**src/rtl/ps2_pkg.sv**
```systemverilog
// Shared encodings for the PS/2 set-2 to ASCII decoder: FSM states, protocol bytes
// and the ASCII constants used by the scancode ROM.
package ps2_pkg;

  typedef enum logic [1:0] {
    ST_IDLE    = 2'd0,
    ST_BRK     = 2'd1,
    ST_EXT     = 2'd2,
    ST_EXT_BRK = 2'd3
  } ps2_state_e;

  localparam logic [7:0] SC_BREAK  = 8'hF0;
  localparam logic [7:0] SC_EXT    = 8'hE0;
  localparam logic [7:0] SC_LSHIFT = 8'h12;
  localparam logic [7:0] SC_RSHIFT = 8'h59;
  localparam logic [7:0] SC_CAPS   = 8'h58;

  // Controller status/response bytes that never represent a key.
  localparam logic [7:0] SC_BAT_OK = 8'hAA;
  localparam logic [7:0] SC_ACK    = 8'hFA;
  localparam logic [7:0] SC_ECHO   = 8'hEE;
  localparam logic [7:0] SC_ERR0   = 8'h00;
  localparam logic [7:0] SC_ERR1   = 8'hFF;

  localparam logic [7:0] ASCII_SPACE   = 8'h20;
  localparam logic [7:0] ASCII_CR      = 8'h0D;
  localparam logic [7:0] ASCII_BS      = 8'h08;
  localparam logic [7:0] ASCII_ZERO    = 8'h30;
  localparam logic [7:0] ASCII_UPPER_A = 8'h41;
  localparam logic [7:0] ASCII_LOWER_A = 8'h61;

  function automatic logic is_ignored(input logic [7:0] c);
    return (c == SC_BAT_OK) || (c == SC_ACK) || (c == SC_ECHO) ||
           (c == SC_ERR0) || (c == SC_ERR1);
  endfunction

endpackage

```
**src/rtl/ps2_scancode_rom.sv**
```systemverilog
// Combinational set-2 scancode to ASCII lookup; letters take their case from upper_i.
// Unmapped codes return 8'h00.
module ps2_scancode_rom
  import ps2_pkg::*;
(
  input  logic [7:0] code_i,
  input  logic       upper_i,
  output logic [7:0] ascii_o
);

  logic [7:0] base;
  assign base = upper_i ? ASCII_UPPER_A : ASCII_LOWER_A;

  always_comb begin
    ascii_o = 8'h00;
    case (code_i)
      8'h1C: ascii_o = base + 8'd0;   8'h32: ascii_o = base + 8'd1;
      8'h21: ascii_o = base + 8'd2;   8'h23: ascii_o = base + 8'd3;
      8'h24: ascii_o = base + 8'd4;   8'h2B: ascii_o = base + 8'd5;
      8'h34: ascii_o = base + 8'd6;   8'h33: ascii_o = base + 8'd7;
      8'h43: ascii_o = base + 8'd8;   8'h3B: ascii_o = base + 8'd9;
      8'h42: ascii_o = base + 8'd10;  8'h4B: ascii_o = base + 8'd11;
      8'h3A: ascii_o = base + 8'd12;  8'h31: ascii_o = base + 8'd13;
      8'h44: ascii_o = base + 8'd14;  8'h4D: ascii_o = base + 8'd15;
      8'h15: ascii_o = base + 8'd16;  8'h2D: ascii_o = base + 8'd17;
      8'h1B: ascii_o = base + 8'd18;  8'h2C: ascii_o = base + 8'd19;
      8'h3C: ascii_o = base + 8'd20;  8'h2A: ascii_o = base + 8'd21;
      8'h1D: ascii_o = base + 8'd22;  8'h22: ascii_o = base + 8'd23;
      8'h35: ascii_o = base + 8'd24;  8'h1A: ascii_o = base + 8'd25;
      8'h45: ascii_o = ASCII_ZERO + 8'd0;  8'h16: ascii_o = ASCII_ZERO + 8'd1;
      8'h1E: ascii_o = ASCII_ZERO + 8'd2;  8'h26: ascii_o = ASCII_ZERO + 8'd3;
      8'h25: ascii_o = ASCII_ZERO + 8'd4;  8'h2E: ascii_o = ASCII_ZERO + 8'd5;
      8'h36: ascii_o = ASCII_ZERO + 8'd6;  8'h3D: ascii_o = ASCII_ZERO + 8'd7;
      8'h3E: ascii_o = ASCII_ZERO + 8'd8;  8'h46: ascii_o = ASCII_ZERO + 8'd9;
      8'h29: ascii_o = ASCII_SPACE;
      8'h5A: ascii_o = ASCII_CR;
      8'h66: ascii_o = ASCII_BS;
      default: ascii_o = 8'h00;
    endcase
  end

endmodule

```
**src/rtl/ps2_ascii_decoder.sv**
```systemverilog
// PS/2 set-2 byte stream to case-correct ASCII with make/break/extended FSM,
// Shift/CapsLock tracking and a first-word-fall-through output FIFO.
module ps2_ascii_decoder
  import ps2_pkg::*;
#(
  parameter int unsigned FIFO_DEPTH = 8,
  parameter int unsigned CNT_W      = 8,
  parameter int unsigned REPEAT_EN  = 0
) (
  input  logic                          clk,
  input  logic                          rst_n,
  input  logic                          code_valid,
  input  logic [7:0]                    code,
  output logic                          ascii_valid,
  output logic [7:0]                    ascii_data,
  input  logic                          ascii_ready,
  output logic                          key_down,
  output logic [7:0]                    held_code,
  output logic                          shift_on,
  output logic                          caps_on,
  output logic [CNT_W-1:0]              press_count,
  output logic [$clog2(FIFO_DEPTH):0]   fifo_level,
  output logic                          overflow,
  input  logic                          ovf_clr,
  output ps2_state_e                    dbg_state
);

  localparam int unsigned AW = $clog2(FIFO_DEPTH);

  ps2_state_e       state_q;
  logic [7:0]       held_q;
  logic             shl_q, shr_q, caps_q, caps_held_q;
  logic [CNT_W-1:0] cnt_q;
  logic             ovf_q;
  logic [AW:0]      wr_ptr_q, rd_ptr_q;
  logic [7:0]       mem_q [FIFO_DEPTH];

  logic       is_make, is_mod, key_make, new_key, push_req;
  logic       full, empty, push, pop;
  logic [7:0] rom_ascii;

  // Case is decided from the registered modifier state, before this byte lands.
  ps2_scancode_rom u_rom (
    .code_i  (code),
    .upper_i ((shl_q | shr_q) ^ caps_q),
    .ascii_o (rom_ascii)
  );

  assign is_make  = code_valid && (state_q == ST_IDLE) && (code != SC_BREAK) &&
                    (code != SC_EXT) && !is_ignored(code);
  assign is_mod   = (code == SC_LSHIFT) || (code == SC_RSHIFT) || (code == SC_CAPS);
  assign key_make = is_make && !is_mod;
  assign new_key  = (code != held_q);
  assign push_req = key_make && (rom_ascii != 8'h00) && ((REPEAT_EN != 0) || new_key);

  always_ff @(posedge clk or negedge rst_n) begin
    if (!rst_n) begin
      state_q     <= ST_IDLE;
      held_q      <= 8'h00;
      shl_q       <= 1'b0;
      shr_q       <= 1'b0;
      caps_q      <= 1'b0;
      caps_held_q <= 1'b0;
      cnt_q       <= '0;
    end else if (code_valid) begin
      case (state_q)
        ST_IDLE: begin
          if (code == SC_BREAK)   state_q <= ST_BRK;
          else if (code == SC_EXT) state_q <= ST_EXT;
          else if (!is_ignored(code)) begin
            case (code)
              SC_LSHIFT: shl_q <= 1'b1;
              SC_RSHIFT: shr_q <= 1'b1;
              SC_CAPS: begin
                if (!caps_held_q) caps_q <= ~caps_q;
                caps_held_q <= 1'b1;
              end
              default: begin
                if (new_key) begin
                  held_q <= code;
                  cnt_q  <= cnt_q + CNT_W'(1);
                end
              end
            endcase
          end
        end
        ST_BRK: begin
          state_q <= ST_IDLE;
          // A prefix byte after F0 is a protocol error and is simply dropped.
          if ((code != SC_BREAK) && (code != SC_EXT)) begin
            case (code)
              SC_LSHIFT: shl_q <= 1'b0;
              SC_RSHIFT: shr_q <= 1'b0;
              SC_CAPS:   caps_held_q <= 1'b0;
              default:   if (code == held_q) held_q <= 8'h00;
            endcase
          end
        end
        ST_EXT:     state_q <= (code == SC_BREAK) ? ST_EXT_BRK : ST_IDLE;
        ST_EXT_BRK: state_q <= ST_IDLE;
        default:    state_q <= ST_IDLE;
      endcase
    end
  end

  assign empty = (wr_ptr_q == rd_ptr_q);
  assign full  = (wr_ptr_q[AW] != rd_ptr_q[AW]) && (wr_ptr_q[AW-1:0] == rd_ptr_q[AW-1:0]);
  assign pop   = !empty && ascii_ready;
  assign push  = push_req && (!full || pop);

  always_ff @(posedge clk or negedge rst_n) begin
    if (!rst_n) begin
      wr_ptr_q <= '0;
      rd_ptr_q <= '0;
      ovf_q    <= 1'b0;
    end else begin
      if (push) wr_ptr_q <= wr_ptr_q + 1'b1;
      if (pop)  rd_ptr_q <= rd_ptr_q + 1'b1;
      if (push_req && full && !pop) ovf_q <= 1'b1;
      else if (ovf_clr)             ovf_q <= 1'b0;
    end
  end

  always_ff @(posedge clk) begin
    if (push) mem_q[wr_ptr_q[AW-1:0]] <= rom_ascii;
  end

  assign ascii_valid = !empty;
  assign ascii_data  = empty ? 8'h00 : mem_q[rd_ptr_q[AW-1:0]];
  assign fifo_level  = wr_ptr_q - rd_ptr_q;
  assign overflow    = ovf_q;
  assign key_down    = (held_q != 8'h00);
  assign held_code   = held_q;
  assign shift_on    = shl_q | shr_q;
  assign caps_on     = caps_q;
  assign press_count = cnt_q;
  assign dbg_state   = state_q;

endmodule
```
**config.mk**
```make
export PLATFORM = sky130hd
export DESIGN_NAME = ps2_ascii_decoder
export DESIGN_NICKNAME = d
export VERILOG_FILES = /design/src/rtl/ps2_pkg.sv /design/src/rtl/ps2_scancode_rom.sv /design/src/rtl/ps2_ascii_decoder.sv
export SDC_FILE = /design/constraint.sdc
export NUM_CORES = 1
export LEC_CHECK = 0
export BUFFER_PORTS_ARGS = -buffer_cell sky130_fd_sc_hd__buf_4
export CAP_MARGIN = 20
export CORE_MARGIN = 4
export CORE_UTILIZATION = 60
export DETAILED_ROUTE_END_ITERATION = 16
export HOLD_SLACK_MARGIN = 0.15
export PLACE_DENSITY = 0.92
export SLEW_MARGIN = 30
export SYNTH_ARGS = -nofsm -noshare
export SYNTH_HDL_FRONTEND = slang
export SYNTH_HIERARCHICAL = 1
export SYNTH_SLANG_ARGS = --single-unit
```
**constraint.sdc**
```tcl
create_clock -name clk -period 7.6 [get_ports clk]
set_clock_uncertainty 0.15 [all_clocks]
set_input_delay 0.38 -clock clk [delete_from_list [all_inputs] [get_ports clk]]
set_output_delay 0.38 -clock clk [all_outputs]
set_load 0.005 [all_outputs]
```
Word-level counts from Yosys, hierarchy flattened
Memories as Yosys holds them, arrays and structs flattened.
Cells that the tools add are included.
Cells by class
  add/sub/neg operators: 29
  multiply operators: 0
  div/mod/pow operators: 0
  $lt $le $gt $ge: 0
  eq/ne operators: 73
  shifts and indexed selects: 0
  mux-type cells: 41
  bitwise operators: 8
  reductions and logical operators: 40
Operators by type and width (count)
  $pmux W8 S39: 1
  $eq A8 B6 Y1 const B: 23
  $eq A8 B7 Y1 const B: 11
  $add A8 B5 Y8 const B: 10
  $mux W8: 9
  $add A8 B4 Y8 const B: 8
  $eq A8 B5 Y1 const B: 8
  $eq A8 B8 Y1 const B: 6
  $add A8 B3 Y8 const B: 4
  $reduce_and A8 Y1: 3
  $mux W1: 22
  $ne A2 B2 Y1 const B: 11
  $add A8 B1 Y8 const B: 2
  $add A8 B2 Y8 const B: 2
  $ne A8 B8 Y1 const B: 2
  $pmux W8 S2: 1
  $reduce_bool A8 Y1: 2
  $reduce_and A7 Y1: 2
  $logic_and A1 B1 Y1: 13
  $reduce_and A10 Y1: 1
  $add A4 B1 Y4 const B: 2
  $eq A8 B8 Y1: 1
  $logic_not A8 Y1: 1
  $ne A8 B8 Y1: 1
  22 further kinds: 45
Word-level totals
  register bits after elaboration: 31
  latch bits: 0
  RAM bits: 64
  bits in read-only memories: 0
  bits of input ports: 13
  output and inout bits: 35
  word-level logic and storage cells: 202
  memories: 1
Memories
  mem_q: words 8, width 8, read ports 1, clocked after memory_dff 0, write ports 1, line ps2_ascii_decoder.sv:36  | logic [7:0] mem_q [FIFO_DEPTH];

Logic depth before layout (Yosys ltp)
Gate-level depths: netlist of run 1.
  word-level depth: 13
  gate-level depth with buffers: 17
  mapped depth without buffers: 15

Hierarchy
Netlist of run 1, hierarchy kept.
Modules (own cells, without submodules)
  ps2_ascii_decoder: instances 1, cells each 289, area each 4321.6 µm², seq. area each 2697.6 µm²
  ps2_scancode_rom: instances 1, cells each 147, area each 987.2 µm², seq. area each 0.0 µm²

Least setup slack after synthesis of run 1
OpenSTA, ideal clock, no wires.
  path kind: input to register
  from: input port code[3]
  to: memory mem_q[1][0] (enable)
  library setup time: 0.398 ns
  data arrival time: 3.663 ns
  data required time: 7.052 ns
  path slack: 3.389 ns
  stages: 15
  path buffers: 3
  cells stage by stage: buf_2 buf_2 buf_2 nor2_1 a32o_1 nand2_1 o21ai_1 ha_1 inv_1 o221ai_1 nor4_1 nand2_1 nand2b_1 nor3_2 nor4b_1
On the way
  elaborated cells on any way between the ends: 69
  those cells by class: 49 x eq/ne; 3 x mux; 17 x reduce/logical
RTL lines
  from (decl): line ps2_ascii_decoder.sv:13  | input logic [7:0] code,
  $eq A8 B7 Y1 (tied with other cells): line ps2_scancode_rom.sv:16  | case (code_i)
  $pmux W8 S39 (*): line ps2_scancode_rom.sv:16
  via rom_ascii[2]: line ps2_ascii_decoder.sv:40  | logic [7:0] rom_ascii;
  $reduce_bool A8 Y1 (*): line ps2_ascii_decoder.sv:54  | assign push_req = key_make && (rom_ascii != 8'h00) && ((REPEAT_EN != 0) || new_key);
  $logic_and A1 B1 Y1 (*) (2 in series): line ps2_ascii_decoder.sv:54
  $logic_and A1 B1 Y1 (*): line ps2_ascii_decoder.sv:109  | assign push = push_req && (!full || pop);
  $mux W1 (*): line ps2_ascii_decoder.sv:125  | if (push) mem_q[wr_ptr_q[AW-1:0]] <= rom_ascii;
  $mux W1 (not written as such) (*): line ps2_ascii_decoder.sv:125
  to (decl): line ps2_ascii_decoder.sv:36
Mark *: on every way through the listed nets, which the timed path passes. The rest lies on a longest branch.

Final worst setup path of run 1
  from: input port code[6]
  to: memory mem_q[1][1] (enable)
Same word-level chain as after synthesis.

==> qor.yml, run 1 <==
start_util_pct: 61.2
grt_pass1_wl_um: 19000
htree_levels: 3
fp.dieH_um: 102
fmax_mhz: 244
clkTransAtPathRegs_ns: 0.08
path_class: "in -> reg"
vdd_drop_max_v: 0.000194
slew_headroom_pct: 43.3
clk_latency_ns: 0.36
numCtsBuffers: 9
num_io_pins: 48
netSwitchingPower_uw: 604
rsz0062_at_grt: "no"
final-hold-violation-count: 0
hold_class: "in -> reg"
cts_tree: "built"
final_cell_mix: "edfxtp_1 (64), buf_4 (52), nand2_1 (44)"
powerDensity_nw_per_um2: 304
setup_tns_ns: 0
power.internal_uw: 1180
arrival_ns: 4.02
cts_resized: 0
grt_pass1_vias: 3694
synthToLayoutAreaGrowth_pct: 10.8
cts_setup_buffers: 0
slowest_stage: "nor2_1"
clockBufferDepth: 2
synth_top_area_cell: "edfxtp_1"
syn-mean-instance-area_um2: 12.2
first_pass_iters: 5
synth_edf_count: 64
critPathCaptureType: "flip-flop"
synth_fp_nets: 457
cts_hold_buf: 2
setup-violations-final: 0
synthTopCellsByArea: "edfxtp_1 (36%), dfrtp_1 (15%), mux4_2 (6.8%)"
routabilityCongestion: 0.963
antenna_left: 0
finalCritPeriodShare_pct: 54.0
core_um2: 8680
p_clk_share_pct: 20.3
synth_area_um2: 5310
cts_root_buf: "clkbuf_8"
drt_wl_total_um: 12000
cp-start-kind: "primary input"
wl_per_cell_um: 20.5
via_per_inst: 6.50
die_area_um2: 10400
die_w_um: 102
drive_gt1_share_pct: 22.9
io_buffers: 47
final.min_clock_period_ns: 4.10
p_leak_uw: 0.00225
status: "complete, no violations"
ys_ff_latch: 95
drv_cap: 0
num_vias: 3797
synthFlopType: "edfxtp_1"
cp_cell_sequence: "buf_4, nor4b_4, a32o_1, nand2_1, o21ai_1, ha_1, nand3_1, nor2_1, nor4_1, nand2_1, nand2b_1, nor3_2, nor4b_1, buf_4"
path_max_fanout: 26
remaining_drc_errors: 0
nFillCells: 609
drv_slew: 0
num_rows: 34
antenna_found_initial: 0
dp_hpwl_um: 8230
grt_max_degree: 36
p_sw_share_pct: 33.8
netlist_instances: 436
clock_sinks: 95
grt_usage_pct: 23.7
slowest_delay_ns: 0.52
mostFrequentLayoutCell: "edfxtp_1"
grt_overflow: 0
synth-async-reset-ratio_pct: 32.6
ys_seq_area_share_pct: 50.8
diodes: 0
cp.required_ns: 7.52
worst_pin_slew_ns: 0.851
power_frac_seq_pct: 41.0
whs_ns: 0.186
synth.distinct_cells: 73
synth_top_area_share_pct: 36.2
first_iter_violations: 317
combPwrFrac_pct: 38.7
fin_nets: 493
yosys_warnings: 6
## cell usage after synthesis (all sizes together), types with 2 or more instances
cell,count
o22ai,2
a2bb2oi,2
nor2,17
and3,6
nor3b,4
edfxtp,64
o21ai,9
and4,3
nor4b,7
nand4,8
buf,25
mux4,16
and3b,3
o31ai,4
dfrtp,31
nand2b,7
a22oi,3
nor2b,11
xor2,23
ha,7
o32ai,2
clkinv,2
nand2,44
o311ai,2
inv,16
mux2,7
a32o,3
a31oi,2
a22o,11
a32oi,4
a21oi,14
clkbuf,4
nand3,13
xnor2,9
a21o,2
nor3,12
or2,2
o211ai,2
nor4,15
## power groups by stage
stage	Combinational (uW)	Clock, uW	Sequential [uW]
finish	691	363	734
global placement	657	0	738
detailed placement	686	0	744
CTS	697	367	732
floorplan	444	0	699
global route	751	391	746
## cell families (layout without fill, tap and decap cells)
kind of cell / after synthesis / in the layout / synth area share (%)
fa+ha+maj: 8 / 8 / 2.03
flops: 95 / 95 / 50.8
buf+inv: 47 / 87 / 4.95
xor+xnor: 32 / 32 / 5.28
simple gates: 160 / 160 / 18.4
mux: 23 / 23 / 8.27
compound gates: 71 / 71 / 10.3
## critical path, delay by kind of cell
kind / cells / cell delay (ns)
buffers and inverters: 2 / 0.54
adder cells (fa/ha/maj): 1 / 0.23
AO/OA/AOI/OAI: 2 / 0.40
AND/OR/NAND/NOR: 9 / 2.45
## path summary, 6_finish.rpt
kind	startpoint	endpoint	depth (start not counted)	slack, ns
worst max-delay path	code[6]	mem_q[1][1]	14	3.50
worst min-delay path	ascii_ready	rd_ptr_q[2]	3	0.19
worst max register to register	shr_q	mem_q[1][1]	11	4.09
worst min register to register	press_count[7]	press_count[7]	1	0.33
max in group asynchronous	rst_n	rd_ptr_q[2]	2	6.67
min in group asynchronous	rst_n	press_count[0]	2	0.34
## per-layer routing
layer | routed length [um] | track usage [%]
met5 | 0 | 0
met4 | 307 | 8.38
met3 | 915 | 4.44
met2 | 5970 | 39.0
met1 | 4790 | 31.6
## final cells by class
type                            count  area (um2)  share of cell area, %
Sequential cell                    95        2700                   45.8
Multi-Input combinational cell    294        2360                   40.0
Timing Repair Buffer               54         410                   6.97
Tap cell                          108         135                   2.30
Clock buffer                        9         124                   2.11
Clock inverter                      6        93.8                   1.59
Inverter                           18        67.6                   1.15
## stage by stage
step | instances | power [uW] | area, um2 | util (%) | worst slack, ns
after floorplan | 436 | 1140 | 5310 | - | 3.39
after global placement | 567 | 1390 | 5640 | 65.0 | 3.42
after detailed placement | 567 | 1430 | 5640 | 65.0 | 3.01
after CTS | 584 | 1800 | 5880 | 67.7 | 3.31
after global routing | 584 | 1890 | 5880 | 67.8 | 3.14
final | 584 | 1790 | 5880 | 67.8 | 3.50
## flip-flops by register name, indices dropped and copies added, names as in the netlist
name         flops
shr_q            1
held_code        8
overflow         1
shl_q            1
mem_q           64
caps_on          1
rd_ptr_q         4
caps_held_q      1
press_count      8
dbg_state        2
wr_ptr_q         4
No activity file was read; power rests on OpenSTA's default activity.
==> inputs of run 2 (changes only) <==
==> constraint.sdc (replaced) <==
create_clock -name clk -period 4.3 [get_ports clk]
set_clock_uncertainty 0.15 [all_clocks]
set_input_delay 0.215 -clock clk [delete_from_list [all_inputs] [get_ports clk]]
set_output_delay 0.215 -clock clk [all_outputs]
set_load 0.005 [all_outputs]
==> run 2 against run 1 <==
Final area up 1.0%. Highest routed layer unchanged. Critical path depth up 4. Sequential share of layout area down 0.47 points. Critical path type unchanged. Combinational power up 79%. Clock power up 53%. Cell count up 1.7%. Largest cell class unchanged.
==> qor.yml, run 2 (synthesized netlist as in run 1, its figures left out) <==
path_class: "in -> reg"
setup-violations-final: 0  # unchanged
clk_latency_ns: 0.36  # about the same
critPathCaptureType: "flip-flop"
cp.required_ns: 4.22  # -3.30 ns
drv_slew: 0  # unchanged
antenna_found_initial: 0  # unchanged
finalCritPeriodShare_pct: 95.4
crit_buf_inv: 4  # +2
fin_util_pct: 68.5  # +0.71 points
num_rows: 34  # unchanged
worst_pin_slew_ns: 0.930  # +0.0793 ns
slew_headroom_pct: 38.0  # -5.3 points
final.min_clock_period_ns: 4.10
grt_usage_pct: 24.5  # +0.83 points
drt_wl_total_um: 12300  # +2.3%
cp_cell_sequence: "dlygate4sd3_1, buf_4, nand2b_1, nor2_1, a32o_1, nand2_1, o21ai_1, ha_1, nand3_1, clkinv_1, o21ai_1, a211o_1, nor4_1, nand2_1, nand2b_1, nor3_4, nor4b_1, buf_4"
fp.dieH_um: 102  # unchanged
final-hold-violation-count: 0  # unchanged
wl_per_cell_um: 20.6  # +0.57%
clockBufferDepth: 2  # unchanged
p_sw_share_pct: 35.7  # +1.9 points
slowest_stage: "dlygate4sd3_1"
p_leak_uw: 0.00228  # +1.3%
htree_levels: 3  # unchanged
drv_cap: 0  # unchanged
io_buffers: 47  # unchanged
fin_nets: 502  # +1.8%
grt_max_degree: 36  # unchanged
fmax_mhz: 244
synthToLayoutAreaGrowth_pct: 12.0
routabilityCongestion: 0.982  # +2.0%
path_max_fanout: 24  # -7.7%
dp_hpwl_um: 8300  # +0.78%
power.internal_uw: 1990  # +68%
clock_sinks: 95  # unchanged
combPwrFrac_pct: 40.0  # +1.3 points
cts_root_buf: "clkbuf_8"
via_per_inst: 6.43  # -1.1%
arrival_ns: 4.02  # about the same
p_clk_share_pct: 18.0  # -2.3 points
drive_gt1_share_pct: 23.5  # +0.56 points
grt_pass1_vias: 3837  # +3.9%
power_frac_seq_pct: 42.0  # +1.0 points
rsz0062_at_grt: "no"
cp-start-kind: "primary input"
antenna_left: 0  # unchanged
die_w_um: 102  # unchanged
largest_reg_flops: 64  # unchanged
vdd_drop_max_v: 0.000345  # +78%
start_util_pct: 61.2  # unchanged
cts_setup_buffers: 0  # unchanged
core_um2: 8680  # unchanged
grt_overflow: 0  # unchanged
numCtsBuffers: 9  # unchanged
status: "complete, no violations"
num_io_pins: 48  # unchanged
die_area_um2: 10400  # unchanged
grt_pass1_wl_um: 19600  # +3.1%
hold_class: "in -> async"
first_iter_violations: 380  # +20%
cts_tree: "built"
slowest_delay_ns: 0.52  # about the same
first_pass_iters: 7  # +2
powerDensity_nw_per_um2: 521  # +71%
diodes: 0  # unchanged
remaining_drc_errors: 0  # unchanged
num_vias: 3819  # +0.58%
cp_top_family: "simple AND/OR/NAND/NOR gates"
final_cell_mix: "edfxtp_1 (64), buf_4 (56), nand2_1 (44)"
setup_tns_ns: 0  # unchanged
mostFrequentLayoutCell: "edfxtp_1"
clkTransAtPathRegs_ns: 0.10  # +0.02 ns
nFillCells: 603  # -0.99%
netSwitchingPower_uw: 1100  # +83%
==> run 2: layout make-up <==
class / count / area, um2 / share of cell area (%)
inverters: 18 / 67.6 / 1.14
multi-input cells: 294 / 2360 / 39.8
clock inverters: 7 / 67.6 / 1.14
well taps: 108 / 135 / 2.27
clock buffers: 9 / 124 / 2.08
repair buffers: 63 / 490 / 8.25
flip-flops and latches: 95 / 2700 / 45.4
==> run 2: power groups by stage <==
| stage | Clock [uW] | Sequential (uW) | Combinational, uW |
|---|---|---|---|
| after floorplan | 0 | 1240 | 784 |
| after global placement | 0 | 1300 | 1170 |
| after detailed placement | 0 | 1320 | 1220 |
| after CTS | 564 | 1300 | 1240 |
| after global routing | 610 | 1320 | 1350 |
| final | 556 | 1300 | 1240 |
==> run 2: routing by layer <==
metal	track usage, %	vias up	part of all wire, %
met5	0	-	0
met4	7.97	0	3.1
met3	4.71	37	5.9
met2	41.8	173	51
met1	31.6	1868	40
li1	-	1741	-
==> run 2: stage by stage <==
stage	hold WS [ns]	total power, uW	setup WS [ns]	cells	cell area (um2)
4_1_cts	0.152	3100	0.323	594	5940
6_report	0.172	3100	0.197	594	5950
3_3_place_gp	0.0110	2470	0.534	571	5670
2_1_floorplan	-0.231	2020	0.254	436	5310
3_5_place_dp	0.0184	2530	0.283	571	5680
5_1_grt	0.158	3280	0.0499	594	5950
==> run 2: final timing paths <==
kind	startpoint	to	slack [ns]	depth (start not counted)
max	code[2]	mem_q[1][4]	0.20	18
min	rst_n	held_code[2]	0.17	2
max reg2reg	shr_q	mem_q[1][4]	0.83	11
min reg2reg	press_count[7]	press_count[7]	0.34	1
max in group asynchronous	rst_n	wr_ptr_q[2]	3.54	2
min in group clk	code[7]	held_code[7]	0.17	2
==> run 2: repair_timing <==
item	4_1_cts	5_1_grt
hold endpoints to repair	38	0
resized for setup	0	2
hold buffers	7	0
endpoints found under the setup margin	0	3
==> run 2: worst reg2reg max path: stages, from the launching register on <==
cell and delay (ns):
dfrtp_1 0.39, or2_2 0.31, xor2_1 0.34, nor4_1 0.13, o21ai_1 0.10, a211o_1 0.32
nor4_1 0.11, nand2_1 0.15, nand2b_1 0.20, nor3_4 0.39, nor4b_1 0.34, buf_4 0.25
